===== src/rtl/queue_dequeue_mux_if.sv =====
// Grant, FIFO-read and egress valid/ready bundle for queue_dequeue_mux.
// master is the dequeue block's view; slave is the surrounding logic's view.
interface queue_dequeue_mux_if #(
    parameter int QUEUE_QUANTITY = 4,
    parameter int DATA_BITS      = 8
);
    localparam int SEL_BITS = $clog2(QUEUE_QUANTITY);

    logic                                enb;
    logic [SEL_BITS-1:0]                 selector;
    logic                                selector_enb;
    logic [QUEUE_QUANTITY-1:0]           buf_empty;
    logic [QUEUE_QUANTITY*DATA_BITS-1:0] fifo_data;
    logic [QUEUE_QUANTITY-1:0]           pop;
    logic [DATA_BITS-1:0]                data_out;
    logic [SEL_BITS-1:0]                 queue_id_out;
    logic                                valid_out;
    logic                                ready_in;
    logic                                err_empty;

    modport master (
        input  enb, selector, selector_enb, buf_empty, fifo_data, ready_in,
        output pop, data_out, queue_id_out, valid_out, err_empty
    );

    modport slave (
        output enb, selector, selector_enb, buf_empty, fifo_data, ready_in,
        input  pop, data_out, queue_id_out, valid_out, err_empty
    );
endinterface


===== src/rtl/queue_dequeue_mux.sv =====
// Turns arbiter grants into single FIFO pop strobes and presents the
// popped word, tagged with its queue index, on a valid/ready output.
module queue_dequeue_mux #(
    parameter int QUEUE_QUANTITY = 4,
    parameter int DATA_BITS      = 8
) (
    input  logic clk,
    input  logic rst,
    queue_dequeue_mux_if.master bus
);
    localparam int SEL_BITS = $clog2(QUEUE_QUANTITY);

    typedef enum logic [1:0] {IDLE, WAIT, VALID} state_t;

    state_t                    state, state_nx;
    logic [SEL_BITS-1:0]       sel_q;
    logic [DATA_BITS-1:0]      data_q;
    logic [SEL_BITS-1:0]       id_q;
    logic                      valid_q;
    logic                      err_q;
    logic [QUEUE_QUANTITY-1:0] pop_vec;
    logic                      grant;
    logic                      sel_empty;
    logic                      slot_open;
    logic                      do_pop;
    logic                      err_nx;

    assign grant     = bus.enb && bus.selector_enb;
    assign sel_empty = bus.buf_empty[bus.selector];

    always_comb begin
        state_nx  = state;
        pop_vec   = '0;
        slot_open = 1'b0;
        do_pop    = 1'b0;
        err_nx    = 1'b0;
        unique case (state)
            IDLE:  slot_open = 1'b1;
            WAIT:  slot_open = 1'b0;
            VALID: slot_open = bus.ready_in;
            default: slot_open = 1'b0;
        endcase
        // A pop is only legal when the popped word has somewhere to land.
        do_pop = slot_open && grant && !sel_empty && !rst;
        err_nx = slot_open && grant && sel_empty;
        pop_vec[bus.selector] = do_pop;
        unique case (state)
            IDLE:  if (do_pop) state_nx = WAIT;
            WAIT:  state_nx = VALID;
            VALID: if (bus.ready_in) state_nx = do_pop ? WAIT : IDLE;
            default: state_nx = IDLE;
        endcase
    end

    always_ff @(posedge clk or posedge rst) begin
        if (rst) begin
            state   <= IDLE;
            sel_q   <= '0;
            data_q  <= '0;
            id_q    <= '0;
            valid_q <= 1'b0;
            err_q   <= 1'b0;
        end else begin
            state <= state_nx;
            err_q <= err_nx;
            if (do_pop) sel_q <= bus.selector;
            if (state == WAIT) begin
                data_q  <= bus.fifo_data[int'(sel_q)*DATA_BITS +: DATA_BITS];
                id_q    <= sel_q;
                valid_q <= 1'b1;
            end else if (state == VALID && bus.ready_in) begin
                valid_q <= 1'b0;
            end
        end
    end

    assign bus.pop          = pop_vec;
    assign bus.data_out     = data_q;
    assign bus.queue_id_out = id_q;
    assign bus.valid_out    = valid_q;
    assign bus.err_empty    = err_q;
endmodule


===== src/flat_wrapper.sv =====
// flat-port wrapper written by rule: the top's interface ports become plain ports
module queue_dequeue_mux_flat 
#(
    parameter int QUEUE_QUANTITY = 4,
    parameter int DATA_BITS      = 8
)
  (clk, rst, bus_enb, bus_selector, bus_selector_enb, bus_buf_empty, bus_fifo_data, bus_ready_in, bus_pop, bus_data_out, bus_queue_id_out, bus_valid_out, bus_err_empty);
  queue_dequeue_mux_if #(.QUEUE_QUANTITY(QUEUE_QUANTITY), .DATA_BITS(DATA_BITS)) bus_i ();
  input  logic clk;
  input  logic rst;
  input wire logic [$bits(bus_i.enb)-1:0] bus_enb;
  input wire logic [$bits(bus_i.selector)-1:0] bus_selector;
  input wire logic [$bits(bus_i.selector_enb)-1:0] bus_selector_enb;
  input wire logic [$bits(bus_i.buf_empty)-1:0] bus_buf_empty;
  input wire logic [$bits(bus_i.fifo_data)-1:0] bus_fifo_data;
  input wire logic [$bits(bus_i.ready_in)-1:0] bus_ready_in;
  output wire logic [$bits(bus_i.pop)-1:0] bus_pop;
  output wire logic [$bits(bus_i.data_out)-1:0] bus_data_out;
  output wire logic [$bits(bus_i.queue_id_out)-1:0] bus_queue_id_out;
  output wire logic [$bits(bus_i.valid_out)-1:0] bus_valid_out;
  output wire logic [$bits(bus_i.err_empty)-1:0] bus_err_empty;
  assign bus_i.enb = bus_enb;
  assign bus_i.selector = bus_selector;
  assign bus_i.selector_enb = bus_selector_enb;
  assign bus_i.buf_empty = bus_buf_empty;
  assign bus_i.fifo_data = bus_fifo_data;
  assign bus_i.ready_in = bus_ready_in;
  assign bus_pop = bus_i.pop;
  assign bus_data_out = bus_i.data_out;
  assign bus_queue_id_out = bus_i.queue_id_out;
  assign bus_valid_out = bus_i.valid_out;
  assign bus_err_empty = bus_i.err_empty;
  queue_dequeue_mux #(.QUEUE_QUANTITY(QUEUE_QUANTITY), .DATA_BITS(DATA_BITS)) u_core (.clk(clk), .rst(rst), .bus(bus_i));
endmodule

===== config.mk =====
export PLATFORM = sky130hd
export DESIGN_NAME = queue_dequeue_mux_flat
export DESIGN_NICKNAME = d
export VERILOG_FILES = /design/src/rtl/queue_dequeue_mux_if.sv /design/src/rtl/queue_dequeue_mux.sv /design/src/flat_wrapper.sv
export SDC_FILE = /design/constraint.sdc
export NUM_CORES = 1
export LEC_CHECK = 0
export CAP_MARGIN = 20
export CORE_ASPECT_RATIO = 0.9
export CORE_MARGIN = 3
export CORE_UTILIZATION = 38
export DETAILED_ROUTE_END_ITERATION = 6
export PLACE_DENSITY = 0.84
export RECOVER_POWER = 100
export SYNTH_ARGS = -nofsm -noshare
export SYNTH_HDL_FRONTEND = slang
export SYNTH_SLANG_ARGS = --single-unit

===== constraint.sdc =====
create_clock -name clk -period 4.7 [get_ports clk]
set_input_delay 0.705 -clock clk [delete_from_list [all_inputs] [get_ports clk]]
set_output_delay 0.705 -clock clk [all_outputs]
set_load 0.005 [all_outputs]

==> results of run 1 <==
[final timing paths]
| check | from | end | slack, ns | cells after the start |
|---|---|---|---|---|
| max reg2reg | u_core.sel_q[0]$_DFFE_PP0P_ | u_core.bus.data_out[2]$_DFFE_PP0P_ | 3.01 | 2 |
| max in group asynchronous | rst | u_core.bus.data_out[6]$_DFFE_PP0P_ | 3.38 | 2 |
| min | u_core.bus.queue_id_out[0]$_DFFE_PP0P_ | u_core.bus.queue_id_out[0]$_DFFE_PP0P_ | 0.49 | 1 |
| max | rst | bus_pop[3] | 1.36 | 5 |
| min in group asynchronous | rst | u_core.sel_q[1]$_DFFE_PP0P_ | 0.94 | 2 |
| min reg2reg | u_core.bus.queue_id_out[0]$_DFFE_PP0P_ | u_core.bus.queue_id_out[0]$_DFFE_PP0P_ | 0.49 | 1 |
[stage by stage]
step	util, %	hold slack [ns]	area (um2)	instances
6_report	68.6	0.491	1540	149
5_1_grt	68.6	0.524	1540	149
4_1_cts	69.1	0.504	1550	149
3_5_place_dp	67.5	0.483	1510	145
3_3_place_gp	67.5	0.466	1510	145
2_1_floorplan	-	0.459	916	64
[registers in the layout, indices dropped and copies added (netlist names)]
register	count
u_core.bus.data_out	8
u_core.bus.valid_out	1
u_core.state	2
u_core.bus.queue_id_out	2
u_core.sel_q	2
u_core.bus.err_empty	1
[synthesized netlist by cell type (all sizes together)]
master / n
dfrtp: 16
mux2: 12
mux4: 9
nand2: 4
nor4b: 3
a21oi: 2
buf: 2
clkbuf: 2
inv: 2
nand2b: 2
nor2b: 2
mux2i: 1
nand4bb: 1
nor3: 1
nor4: 1
nor4bb: 1
o211ai: 1
o21bai: 1
o31ai: 1
[worst max-delay path, delay by kind of cell]
kind,cells,cell delay (ns)
buffers and inverters,2,1.16
and+or+nand+nor,3,0.77
[cells by family (layout without fill, tap and decap cells)]
kind of cell	count (synthesis)	after routing	share of synthesized area, %
simple gates	15	15	12.0
flops	16	16	43.7
compound gates	5	5	3.55
mux	22	22	38.0
buf+inv	6	64	2.73
[layout by cell type (no fill, tap or decap), drive strengths merged]
cell           instances
nor4bb                 1
o211ai                 1
dlygate4sd3           20
mux4                   9
dfrtp                 16
nor2b                  2
mux2                  12
nand2                  4
inv                    2
clkdlybuf4s50         38
nor4b                  3
a21oi                  2
o31ai                  1
nand2b                 2
nor3                   1
mux2i                  1
nor4                   1
clkbuf                 4
o21bai                 1
nand4bb                1
[power breakdown]
group          leakage [nW]  switching [mW]  internal, mW
combinational         0.405          0.0524         0.136
clock                0.0210          0.0412        0.0471
sequential            0.193          0.0295         0.181
total                 0.619           0.123         0.364
[area by class of cell]
class                      count  area (um2)  share of cell area, %
timing repair buffer          58         581                   37.8
clock buffer                   4        36.3                   2.36
tap                           27        33.8                   2.20
multi-input combinational     42         479                   31.2
inverter                       2        7.51                  0.488
sequential                    16         400                   26.0
[routing by layer]
metal | GRT usage (%) | vias up | wire (um)
li1 | - | 368 | -
met3 | 5.42 | 2 | 282
met1 | 18.3 | 354 | 898
met5 | 0 | - | 0
met2 | 28.9 | 42 | 1160
met4 | 3.47 | 0 | 6
==> impl_metrics.json, run 1 <==
{
  "outcome": "completed",
  "finalHoldViolations": 0,
  "die_area_um2": 3040,
  "drv_cap": 0,
  "dp_hpwl_mm": 1.96,
  "end_kind": "output pin",
  "ant_nets": 0,
  "setup.worst_path.class": "input pin to output pin",
  "drv_slew": 0,
  "coreArea_um2": 2240,
  "cts_resized": 0,
  "synthTopCellsByArea": "dfrtp_1 (44%), mux4_2 (22%), mux2_2 (11%)",
  "wire_per_inst_um": 15.7,
  "cts_buffer_depth": 2,
  "grt_overflow_total": 0,
  "powerDensity_nw_per_um2": 317,
  "grt_setup_unrepaired": "false",
  "gr-usage-all-layers_pct": 16.0,
  "post_cts_buffers": 0,
  "avgSynthCellArea_um2": 14.3,
  "slew_headroom_pct": 40.3,
  "period_share_pct": 71.0,
  "cp_slowest_cell": "dlygate4sd3_1",
  "skew_ns": 0.00157,
  "nFillCells": 177,
  "gp_congestion": 0.739,
  "diodes": 0,
  "setup_viol": 0,
  "max_slew.worst_pin.slew_ns": 0.894,
  "antenna_found_initial": 0,
  "ioPinCount": 59,
  "vias": 766,
  "drt_first_iter_violations": 16,
  "fin_crit_ns": 3.34,
  "fmax_mhz": 300,
  "yosys.area.top_type_share_pct": 43.7,
  "clkTransAtPathRegs_ns": 0.09,
  "yosys.area.top_type": "dfrtp_1",
  "cp.arrival_ns": 2.63,
  "synthToLayoutAreaGrowth_pct": 67.9,
  "grt_first_pass_wirelength_mm": 3.67,
  "crit_path_start_kind": "input pin",
  "cts_root_buf": "clkbuf_4",
  "rows": 16,
  "drive_above_1_share_pct": 18.0,
  "finalWirelength_mm": 2.35,
  "vdd_drop_max_mv": 0.185,
  "drt_pass1_iterations": 4,
  "synth-seq-cells": 16,
  "die_y_um": 52.6,
  "fp.dieW_um": 57.8,
  "cts_sinks": 16,
  "critPathMaxFanout": 5,
  "synth_cell_types": 20,
  "final_nets": 166,
  "start_util_pct": 40.8,
  "grt_max_degree": 17,
  "hold_buffers": 0,
  "synth_cells": 64,
  "timing.setup.tns_ns": 0,
  "syn-cell-area_um2": 916,
  "dp_slack_ns": 1.44,
  "fin_ws_ns": 1.36,
  "htree_levels": 1,
  "cts_buffers": 3,
  "numPortBuffers": 58,
  "leakage_nw": 0.619,
  "via_per_inst": 5.14,
  "max_stage_delay_ns": 0.61,
  "synth_nets": 107,
  "hp-class": "flop to flop",
  "worst_path_most_repeated_cell": "dlygate4sd3_1",
  "yosys_warnings": 0,
  "clk_latency_ns": 0.28,
  "total_power_uw": 487,
  "drc": 0,
  "first_global_vias": 820,
  "ys_seq_area_share_pct": 43.7,
  "cts_tree": "done",
  "path_cells": "dlygate4sd3_1 > nand4bb_1 > nand2b_1 > nor4bb_1 > dlygate4sd3_1",
  "crit_required_ns": 3.99
}
(Power assumes the default switching activity.)
==> run 2, diff against run 1 <==
Settings changed: CORE_UTILIZATION 38 to 32, PLACE_DENSITY 0.84 to 0.75.
Clock period 4.7 ns to 2.8 ns, I/O delays scaled along.
==> run 2 against run 1 <==
Register-to-register slack worse by 1.9 ns. Final cell count up 8.1%. Clock power grew 27%. Total power increased by 60%. Critical endpoint unchanged. Flip-flop and latch count unchanged. Critical path type unchanged. Critical path depth stayed put.
==> impl_metrics.json, run 2 (same netlist as run 1, synthesis figures left out) <==
{
  "drt_pass1_iterations": 2,
  "ioPinCount": 59,
  "coreArea_um2": 2590,
  "die_area_um2": 3540,
  "wire_per_inst_um": 14.5,
  "crit_required_ns": 2.38,
  "antenna_found_initial": 0,
  "setup_viol": 0,
  "grt.busiest_layer": "met2",
  "slew_headroom_pct": 59.4,
  "htree_levels": 1,
  "hp-start": "u_core.bus.queue_id_out[0]$_DFFE_PP0P_",
  "grt_overflow_total": 0,
  "grtUsageMet1_pct": 16.1,
  "fmax_mhz": 383,
  "via_per_inst": 4.95,
  "largest_register_ffs": 8,
  "finalHoldViolations": 0,
  "cts_buffers": 3,
  "cts_sinks": 16,
  "cts_resized": 0,
  "drv_cap": 0,
  "timing.setup.tns_ns": 0,
  "r2r-start": "u_core.sel_q[0]$_DFFE_PP0P_",
  "powerDensity_nw_per_um2": 503,
  "grt_max_degree": 17,
  "ff2ff_setup_slack_ns": 1.11,
  "hold-path-endpoint": "u_core.bus.queue_id_out[0]$_DFFE_PP0P_",
  "period_share_pct": 93.2,
  "dp.cells": 158,
  "mostFrequentLayoutCells": "clkdlybuf4s50_1 (39), dlygate4sd3_1 (19), dfrtp_1 (16), mux4_2 (9), mux2_2 (9)",
  "outcome": "completed",
  "final_nets": 168,
  "fin_crit_ns": 2.61,
  "diodes": 0,
  "drt_first_iter_violations": 7,
  "finalWirelength_mm": 2.34,
  "rows": 17,
  "grt_use_met2_pct": 24.8,
  "clk_latency_ns": 0.27,
  "fp.dieW_um": 62.4,
  "final_common_cell": "clkdlybuf4s50_1",
  "cts_buffer_depth": 2,
  "leakage_nw": 0.617,
  "nFillCells": 239,
  "setup.worst_path.class": "input pin to output pin",
  "dp_hpwl_mm": 1.95,
  "drive_above_1_share_pct": 17.9,
  "grt_setup_unrepaired": "false",
  "whs_path_depth": 1,
  "clkTransAtPathRegs_ns": 0.08,
  "die_y_um": 56.8,
  "skew_ns": 0.00145,
  "cts_root_buf": "clkbuf_4",
  "numPortBuffers": 58,
  "vdd_drop_max_mv": 0.158,
  "first_global_vias": 878,
  "ant_nets": 0,
  "cp.arrival_ns": 2.19,
  "drc": 0,
  "cts_tree": "done",
  "use_met3_pct": 6.40,
  "start_util_pct": 35.3,
  "hold_buffers": 0,
  "critPathMaxFanout": 5,
  "fin_cells": 161,
  "vias": 797,
  "end_kind": "output pin",
  "grt_first_pass_wirelength_mm": 4.01,
  "gr-usage-all-layers_pct": 14.3,
  "drv_slew": 0,
  "synthToLayoutAreaGrowth_pct": 69.1,
  "r2r-end": "u_core.bus.data_out[3]$_DFFE_PP0P_",
  "max_slew.worst_pin.slew_ns": 0.609,
  "post_cts_buffers": 0,
  "hp-class": "flop to flop",
  "crit_path_start_kind": "input pin",
  "r2r_cells": 2,
  "gp_congestion": 0.740
}
[run 2: cell count changes in the layout (fill, tap and decap cells not counted)]
cell | previous run | this run
dlygate4sd3_1 | 20 | 19
clkbuf_1 | 0 | 1
clkbuf_8 | 1 | 0
clkdlybuf4s50_1 | 38 | 39
buf_4 | 0 | 1
[run 2: report_power, final]
group / internal, mW / switching [mW] / leakage, nW
logic: 0.228 / 0.0875 / 0.411
clock network: 0.0497 / 0.0619 / 0.0138
registers: 0.304 / 0.0481 / 0.193
[run 2: final cells by class]
type                            count  area, um2  share of cell area [%]
Timing Repair Buffer               60        592                    38.2
Multi-Input combinational cell     42        479                    30.9
Sequential cell                    16        400                    25.8
Tap cell                           38       47.5                    3.07
Clock buffer                        3       22.5                    1.45
Inverter                            2       7.51                   0.485
[run 2: how the worst max path moves through the flow]
stage	to	slack, ns	cells past startpoint	startpoint
final	bus_pop[3]	0.19	5	rst
after global routing	bus_pop[1]	0.06	5	rst
after CTS	bus_pop[2]	0.17	5	rst
after detailed placement	bus_pop[2]	0.20	5	rst
after global placement	bus_pop[3]	0.32	5	rst
after floorplan	u_core.sel_q[1]$_DFFE_PP0P_	1.14	4	bus_selector[1]
[run 2: stage by stage]
step | instance area (um2) | utilization, % | power, mW | hold WS, ns | worst slack [ns]
finish | 1550 | 59.7 | 0.779 | 0.488 | 0.191
global placement | 1540 | 59.4 | 0.702 | 0.468 | 0.319
global route | 1550 | 59.7 | 0.840 | 0.519 | 0.0592
detailed placement | 1540 | 59.4 | 0.712 | 0.483 | 0.199
floorplan | 916 | - | 0.485 | 0.334 | 1.14
CTS | 1560 | 60.3 | 0.826 | 0.503 | 0.169
[run 2: routing by layer]
| metal | wire, um | up-vias | part of all wire, % |
|---|---|---|---|
| li1 | - | 369 | - |
| met1 | 936 | 385 | 40 |
| met2 | 1110 | 43 | 47 |
| met3 | 298 | 0 | 13 |
| met4 | 0 | 0 | 0 |
| met5 | 0 | - | 0 |
[run 2: worst max-delay path: stages]
cell,delay (ns)
clkdlybuf4s50_1,0.42
nand4bb_1,0.21
nand2b_1,0.23
nor4bb_1,0.31
dlygate4sd3_1,0.61
